File: config.mk
export PLATFORM = sky130hd
export DESIGN_NAME = regfile_multiport
export DESIGN_NICKNAME = d
export VERILOG_FILES = /design/src/rtl/regfile_pkg.sv /design/src/rtl/regfile_scoreboard.sv /design/src/rtl/regfile_multiport.sv
export SDC_FILE = /design/constraint.sdc
export NUM_CORES = 1
export LEC_CHECK = 0
export CAP_MARGIN = 25
export CORE_ASPECT_RATIO = 0.9
export CORE_MARGIN = 5
export CORE_UTILIZATION = 40
export CTS_CLUSTER_SIZE = 16
export DETAILED_ROUTE_END_ITERATION = 12
export GPL_ROUTABILITY_DRIVEN = 0
export PLACE_DENSITY = 0.6
export SYNTH_ARGS = -nofsm -noshare
export SYNTH_HDL_FRONTEND = slang
export SYNTH_HIERARCHICAL = 1
export SYNTH_SLANG_ARGS = --single-unit
File: constraint.sdc
create_clock -name clk -period 2.7 [get_ports clk]
set_clock_uncertainty 0.05 [all_clocks]
set_input_delay 0.405 -clock clk [delete_from_list [all_inputs] [get_ports clk]]
set_output_delay 0.405 -clock clk [all_outputs]
set_load 0.01 [all_outputs]
File: src/rtl/regfile_pkg.sv
`default_nettype none
// ============================================================================
//  Module      : regfile_pkg
//  Description : Shared constants for the multi-port register file:
//                default geometry, the address of R0 and the reset value.
//  Revision    : 1.0  initial release
// ============================================================================
package regfile_pkg;

    localparam int DEFAULT_DATA_W = 16;
    localparam int DEFAULT_ADDR_W = 4;

    // R0 also has a dedicated write port for multi-cycle unit results
    localparam int R0_ADDR = 0;

    localparam logic [DEFAULT_DATA_W-1:0] REG_RESET_VAL = '0;

endpackage
`default_nettype wire

File: src/rtl/regfile_scoreboard.sv
`default_nettype none
// ============================================================================
//  Module      : regfile_scoreboard
//  Description : One pending bit per register. A lock sets the bit and a
//                committed write clears it. When a lock and a write hit the
//                same register in one cycle, the lock wins because it belongs
//                to the younger operation. Two combinational busy lookups.
//                Optional macro: REGFILE_BYPASS_EN makes the lookups report
//                the post-edge state of any register written this cycle.
//  Revision    : 1.0  initial release
// ============================================================================
module regfile_scoreboard
    import regfile_pkg::*;
#(
    parameter int ADDR_W = DEFAULT_ADDR_W
) (
    input  logic              clk,
    input  logic              reset,
    input  logic              lockEn,
    input  logic [ADDR_W-1:0] lockAddr,
    input  logic              clrEn,      // general write after arbitration
    input  logic [ADDR_W-1:0] clrAddr,
    input  logic              clrR0,      // dedicated R0 port write
    input  logic [ADDR_W-1:0] rdAddr1,
    input  logic [ADDR_W-1:0] rdAddr2,
    output logic              busy1,
    output logic              busy2
);

    localparam int DEPTH = 1 << ADDR_W;

    logic [DEPTH-1:0] r_pending;

    // Pending bits: a lock overrides a clear to the same register
    always_ff @(posedge clk) begin
        if (reset) begin
            r_pending <= '0;
        end else begin
            for (int i = 0; i < DEPTH; i++) begin
                if (lockEn && (lockAddr == ADDR_W'(i))) begin
                    r_pending[i] <= 1'b1;
                end else if ((clrEn && (clrAddr == ADDR_W'(i))) ||
                             (clrR0 && (i == R0_ADDR))) begin
                    r_pending[i] <= 1'b0;
                end
            end
        end
    end

`ifdef REGFILE_BYPASS_EN
    logic w_wrote1;
    logic w_wrote2;
    logic w_lock1;
    logic w_lock2;

    // Registers being written this cycle report their post-edge pending state
    always_comb begin
        w_wrote1 = !reset && ((clrEn && (clrAddr == rdAddr1)) ||
                              (clrR0 && (rdAddr1 == ADDR_W'(R0_ADDR))));
        w_wrote2 = !reset && ((clrEn && (clrAddr == rdAddr2)) ||
                              (clrR0 && (rdAddr2 == ADDR_W'(R0_ADDR))));
        w_lock1  = !reset && lockEn && (lockAddr == rdAddr1);
        w_lock2  = !reset && lockEn && (lockAddr == rdAddr2);
        busy1    = w_wrote1 ? w_lock1 : r_pending[rdAddr1];
        busy2    = w_wrote2 ? w_lock2 : r_pending[rdAddr2];
    end
`else
    // Busy reflects only the pre-edge pending bits
    always_comb begin
        busy1 = r_pending[rdAddr1];
        busy2 = r_pending[rdAddr2];
    end
`endif

endmodule
`default_nettype wire

File: src/rtl/regfile_multiport.sv
`default_nettype none
// ============================================================================
//  Module      : regfile_multiport
//  Description : 2^ADDR_W x DATA_W register file with two asynchronous read
//                ports, one general write port, a dedicated R0 write port and
//                a per-register pending scoreboard for multi-cycle ops.
//                Optional macro: REGFILE_BYPASS_EN forwards data committing
//                this cycle to the read outputs (suppressed during reset).
//  Revision    : 1.0  initial release
// ============================================================================
module regfile_multiport
    import regfile_pkg::*;
#(
    parameter int DATA_W = DEFAULT_DATA_W,
    parameter int ADDR_W = DEFAULT_ADDR_W
) (
    input  logic              clk,
    input  logic              reset,
    input  logic [ADDR_W-1:0] rd_addr1,
    input  logic [ADDR_W-1:0] rd_addr2,
    output logic [DATA_W-1:0] rd_data1,
    output logic [DATA_W-1:0] rd_data2,
    output logic              rd_busy1,
    output logic              rd_busy2,
    input  logic              wr_en,
    input  logic [ADDR_W-1:0] wr_addr,
    input  logic [DATA_W-1:0] wr_data,
    input  logic              r0_wr_en,
    input  logic [DATA_W-1:0] r0_wr_data,
    output logic [DATA_W-1:0] r0_rd_data,
    input  logic              lock_en,
    input  logic [ADDR_W-1:0] lock_addr
);

    localparam int                DEPTH    = 1 << ADDR_W;
    localparam logic [ADDR_W-1:0] C_R0ADDR = ADDR_W'(R0_ADDR);

    logic [DATA_W-1:0] r_regs [DEPTH];
    logic              w_genWrEn;

    // The R0 port beats a general write that also targets R0
    always_comb begin
        w_genWrEn = wr_en && !(r0_wr_en && (wr_addr == C_R0ADDR));
    end

    // Data array update; reset clears everything and ignores writes
    always_ff @(posedge clk) begin
        if (reset) begin
            for (int i = 0; i < DEPTH; i++) begin
                r_regs[i] <= DATA_W'(REG_RESET_VAL);
            end
        end else begin
            if (w_genWrEn) begin
                r_regs[wr_addr] <= wr_data;
            end
            if (r0_wr_en) begin
                r_regs[C_R0ADDR] <= r0_wr_data;
            end
        end
    end

`ifdef REGFILE_BYPASS_EN
    // Forward the value about to commit; the R0 port takes priority at R0
    always_comb begin
        rd_data1   = r_regs[rd_addr1];
        rd_data2   = r_regs[rd_addr2];
        r0_rd_data = r_regs[C_R0ADDR];
        if (!reset) begin
            if (r0_wr_en && (rd_addr1 == C_R0ADDR)) begin
                rd_data1 = r0_wr_data;
            end else if (w_genWrEn && (rd_addr1 == wr_addr)) begin
                rd_data1 = wr_data;
            end
            if (r0_wr_en && (rd_addr2 == C_R0ADDR)) begin
                rd_data2 = r0_wr_data;
            end else if (w_genWrEn && (rd_addr2 == wr_addr)) begin
                rd_data2 = wr_data;
            end
            if (r0_wr_en) begin
                r0_rd_data = r0_wr_data;
            end else if (w_genWrEn && (wr_addr == C_R0ADDR)) begin
                r0_rd_data = wr_data;
            end
        end
    end
`else
    // Plain asynchronous reads of pre-edge contents
    always_comb begin
        rd_data1   = r_regs[rd_addr1];
        rd_data2   = r_regs[rd_addr2];
        r0_rd_data = r_regs[C_R0ADDR];
    end
`endif

    regfile_scoreboard #(
        .ADDR_W (ADDR_W)
    ) u_scoreboard (
        .clk      (clk),
        .reset    (reset),
        .lockEn   (lock_en),
        .lockAddr (lock_addr),
        .clrEn    (w_genWrEn),
        .clrAddr  (wr_addr),
        .clrR0    (r0_wr_en),
        .rdAddr1  (rd_addr1),
        .rdAddr2  (rd_addr2),
        .busy1    (rd_busy1),
        .busy2    (rd_busy2)
    );

endmodule
`default_nettype wire

; After elaboration in Yosys (flattened, before gate mapping)
; Memories as Yosys holds them, arrays and structs flattened.
; Cells that the tools add are included.
[classes]
n_lt_le_gt_ge = 2
eq_ne = 30
n_mux = 48
n_bitwise = 1
n_reduce_logical = 55
[op_table]
columns = op, n
row1 = $eq 4x4->1 const B, 16
row2 = $mux 1, 43
row3 = $logic_and 1x1->1, 34
row4 = $eq 4x3->1 const B, 8
row5 = $mux 16, 2
row6 = $reduce_bool 2->1, 16
row7 = $eq 4x2->1 const B, 4
row8 = $reduce_or 16->1, 1
row9 = $lt 4x5->1 const B, 2
row10 = $bmux 1 s4, 2
row11 = $eq 4x1->1 const B, 2
row12 = $logic_not 4->1, 2
row13 = $mux 4, 1
row14 = $logic_not 1->1, 1
row15 = $logic_or 1x1->1, 1
row16 = $or 1x1->1, 1
[word_totals]
ff_bits = 16
mem_bits_rw = 256
inputBits = 53
out_inout_bits = 50
word_cells = 153
mem_count = 1
[memory_table]
columns = memory, depth, word_bits, read_ports, rd_ports_with_merged_regs, write_ports, line
row1 = r_regs, 16, 16, 3, 0, 16, regfile_multiport.sv:38  ; logic [DATA_W-1:0] r_regs [DEPTH];

; Logic depth before layout (Yosys ltp)
[depth]
word_depth = 9
depth_mapped = 7
ltp_nobuf = 5

; Cells and area by module
; The synthesis kept the hierarchy.
[by_module_without_submodules]
columns = module, instances, cells_each, area_per_inst_um2, seq_area_each_um2
row1 = regfile_multiport, 1, 891, 13610.6, 7687.4
row2 = regfile_scoreboard, 1, 100, 972.2, 320.3

; Worst setup path after synthesis
; Ideal clock, no wire load.
[synth_path]
path_type = input port to output port
from = input rd_addr1[0]
to = output rd_data1[11]
t_arrival_ns = 1.697
required_time_ns = 2.245
path_slack_ns = 0.548
cell_stages = 5
n_path_buf = 2
cell_sequence = buf_2 buf_2 mux4_2 a22oi_1 nand2_1
[synth_between]
elab_chain_cells = 1
[synth_rtl]
columns = element, line
row1 = from (decl), regfile_multiport.sv:19  ; input logic [ADDR_W-1:0] rd_addr1,
row2 = $mem_v2 16x16, n/a
row3 = to (decl), regfile_multiport.sv:21  ; output logic [DATA_W-1:0] rd_data1,
; No other way between the ends.

==> run summary <==
The run finished with clean final reports. The largest stage delay on the critical path was 0.50 ns. The detail route stage leaves a number of antenna-violating nets equal to 0.

Kind of critical path: reg -> out. Data arrives at the worst endpoint at 2.18 ns. The worst min-delay path class is in -> reg. Once layout is complete, the cells apart from fillers number 1637. The cell leakage power is 0.00630 uW. The worst setup path is launched from a flop. In the detailed route, the total length drawn on met3 is 3040 um. The clock passes through at most 3 buffers. Of the synthesized area, sequential elements account for 54.9%. The synthesized design devotes to its leading area cell type 52.7% of total area. STA classifies the critical path endpoint as an output port. The number of buffers added on ports was 102. Yosys printed 6 warnings.

Derived from the worst setup path, the maximum achievable clock frequency is 0.380 GHz. In the post-synthesis netlist, the biggest area contributors are sky130_fd_sc_hd__edfxtp_1 53%, sky130_fd_sc_hd__mux4_2 20%, sky130_fd_sc_hd__and2_1 10%. The worst path uses 97.5% of the clock period. After detailed routing, the average wire length per cell comes to 26.2 um. At the later pin of the worst-skew pair, clock insertion delay measures 0.54 ns.

Area of the placeable core: 36100 um^2. Using the TritonRoute via totals, the vias-per-cell ratio works out to 5.85. The fraction of layout cells with a size suffix above 1 was 28.4%; the clock sink total was 272. For this block, the initial DRC count from the detailed router was 837. The run gives 0 as the sum of overflow across all layers after global routing. In the layout the commonest cells are 256 x sky130_fd_sc_hd__edfxtp_1, 242 x sky130_fd_sc_hd__and2_1, 130 x sky130_fd_sc_hd__mux4_2. The initial antenna violation count is 0, and the number of maximum-capacitance constraint violations is 0.

Power spread over the standard cell area amounts to 567 nW/um^2. The number of nets in the synthesized netlist is 1044. The repair_antennas step left the layout with diodes totalling 0. Setup violations remaining at the end of the flow were counted as 0. A synthesized cell averages 14.7 um^2.

Setup repair after global routing left no endpoint under its margin. sky130_fd_sc_hd__edfxtp_1 takes more of the synthesized area than any other cell. The most common cell after layout, fill and taps aside is sky130_fd_sc_hd__edfxtp_1.

The number of endpoints with negative hold slack in the final report was 0. The wire-length estimate of the detail-placed layout is 29600 um. In this run the clock root is driven by a sky130_fd_sc_hd__clkbuf_16. For this block, wires on met1 add up to 18100 um. The H-tree depth came out at 1. Walking the worst path, the cells encountered are mux4_2 > a22oi_2 > nand2_1 > dlygate4sd2_1.

In the final design database the tool counted 1194 nets. Counting I/O delays and the setup requirement, the final critical path takes 2.63 ns. The actual transition at the worst max-transition pin is 0.727 ns, and the headroom to the max-slew limit is 51.5%. The worst voltage drop across the vdd grid was 0.509 mV; the critical path data required time was 2.25 ns. The tools report the number of instances in the placed design as 1574. In the routed design, unresolved DRC markers number 0. The number of fillers in the final layout is 3127, and the synthesized cell area is 14600 um^2. In this run the worst path has a maximum fanout of 3.

The highest metal layer used by the detailed router is met4. In the global route stage, overall resource usage came out at 21.4%. The cell with the biggest individual delay on the critical path was sky130_fd_sc_hd__mux4_2. In the detailed route, the total length drawn on met2 is 20700 um. Synthesis handed over a netlist of 991 instances.

The run gives 16800 um^2 as the post-placement cell area. The starting density of the core was 40.4%. The largest net degree at the start of global routing is 23, and the number of top-level pins is 103. The tools report the number of slew-limit violations in the final report as 0. The first detailed-routing pass ran for 5 iterations. Summed over all layers, the routed wires come to 42900 um. Summing all non-filler instances in the final layout gives an area of 17800 um^2. The floorplan has 66 rows. The via count of the first global-routing pass is 10100. From synthesis to final layout, the design area changed by 22.3%. TritonCTS built the clock tree. The synthesized design contains 272 register bits.

The total of hold buffers inserted after clock tree synthesis was 0; the y dimension of the die was 191 um. The die covers 40400 um^2. The first global-routing pass estimated 65000 um of wire. The synthesized netlist contains 38 unique library cells. The number of buffers added by the clock tree synthesis step is 28, and the via total after detailed routing is 9573.

The die is 211 um wide. Clock-pin slew was measured on the worst setup and hold paths at 0.06 ns.
-- registers in the layout, summed over array words and instances, names as in the netlist --
name / cells
r_regs: 256
u_scoreboard/r_pending: 16
-- critical path, delay by kind of cell (launching register included) --
kind                   cells  cell delay (ns)
multiplexers               1             0.50
buffers and inverters      1             0.30
AO/OA/AOI/OAI              1             0.25
flip-flops                 1             0.46
AND/OR/NAND/NOR            1             0.11
-- cell families after synthesis --
kind of cell	after synthesis	share of synthesized area, %
AO/OA/AOI/OAI	117	5.71
buffers and inverters	89	2.69
flip-flops	272	54.9
multiplexers	142	21.6
AND/OR/NAND/NOR	371	15.1
-- cell usage after synthesis --
cell type and number:
sky130_fd_sc_hd__edfxtp_1 256, sky130_fd_sc_hd__and2_1 242, sky130_fd_sc_hd__mux4_2 128, sky130_fd_sc_hd__a22oi_1 64
sky130_fd_sc_hd__clkbuf_1 56, sky130_fd_sc_hd__nand2_1 45, sky130_fd_sc_hd__nor2_1 29, sky130_fd_sc_hd__a21oi_1 16
sky130_fd_sc_hd__a32oi_1 16, sky130_fd_sc_hd__dfxtp_1 16, sky130_fd_sc_hd__o21ai_0 15, sky130_fd_sc_hd__buf_2 14
sky130_fd_sc_hd__or2_2 12, sky130_fd_sc_hd__buf_4 11, sky130_fd_sc_hd__mux4_1 8, sky130_fd_sc_hd__nor2b_1 8
sky130_fd_sc_hd__mux2i_1 6, sky130_fd_sc_hd__nand2b_1 6, sky130_fd_sc_hd__nand3_1 6, sky130_fd_sc_hd__buf_1 5
sky130_fd_sc_hd__nand3b_1 4, sky130_fd_sc_hd__inv_1 3, sky130_fd_sc_hd__nor2_4 3, sky130_fd_sc_hd__nor3_2 3
sky130_fd_sc_hd__a31o_2 2, sky130_fd_sc_hd__and3b_1 2, sky130_fd_sc_hd__nand4bb_1 2, sky130_fd_sc_hd__nor3b_1 2
sky130_fd_sc_hd__or3b_1 2, sky130_fd_sc_hd__a211o_1 1, sky130_fd_sc_hd__a31oi_1 1, sky130_fd_sc_hd__and3_1 1
sky130_fd_sc_hd__nand4b_1 1, sky130_fd_sc_hd__nor3_1 1, sky130_fd_sc_hd__nor3b_2 1, sky130_fd_sc_hd__o21bai_1 1
sky130_fd_sc_hd__o311ai_2 1, sky130_fd_sc_hd__or4b_4 1
-- metal layers --
layer | global-route usage (%) | vias to the layer above
met1 | 29.9 | 4978
met4 | 5.44 | 0
met3 | 3.82 | 68
li1 | - | 4159
met2 | 34.9 | 368
met5 | 0 | -
-- path summary, 6_finish.rpt --
check / cells after the start / from / end / slack (ns)
worst max-delay path: 4 / r_regs[0][8]$_DFFE_PP_ / rd_data1[8] / 0.07
worst min register to register: 2 / u_scoreboard/r_pending[7]$_SDFFE_PP0P_ / u_scoreboard/r_pending[7]$_SDFFE_PP0P_ / 0.44
worst min-delay path: 3 / reset / u_scoreboard/r_pending[11]$_SDFFE_PP0P_ / 0.42
worst max register to register: 2 / u_scoreboard/r_pending[9]$_SDFFE_PP0P_ / u_scoreboard/r_pending[9]$_SDFFE_PP0P_ / 1.96
-- report_power, final --
group | switching [uW] | total [uW] | internal, uW
combinational | 763 | 1530 | 763
sequential | 135 | 4990 | 4860
clock | 1610 | 3600 | 1990
-- area by class of cell --
type	count	area, um^2	share of cell area (%)
well taps	476	596	3.34
inverters	3	11.3	0.0631
multi-input cells	630	6320	35.4
clock inverters	15	101	0.568
repair buffers	206	2080	11.6
clock buffers	35	727	4.07
flip-flops and latches	272	8010	44.9
-- stage by stage --
step	total power, uW	hold slack, ns	utilization (%)	setup WS, ns	setup TNS (ns)
after CTS	10200	0.410	49.4	-0.00113	-0.00113
after global placement	6570	0.426	46.6	-0.101	-1.45
after detailed placement	6590	0.433	46.6	-0.112	-1.46
after floorplan	5810	0.407	-	0.548	0
final	10100	0.424	49.4	0.0674	0
after global routing	10500	0.426	49.4	0.00395	0
-- repair_timing --
| item | in CTS | in global routing |
|---|---|---|
| resized for setup | 70 | 7 |
| pin swaps | 9 | 2 |
| gates cloned | 0 | 0 |
| buffers inserted | 12 | 0 |
| endpoints found under the hold margin | 0 | 0 |
| setup endpoints to repair | 32 | 7 |
Power figures use the tool's default switching activity.
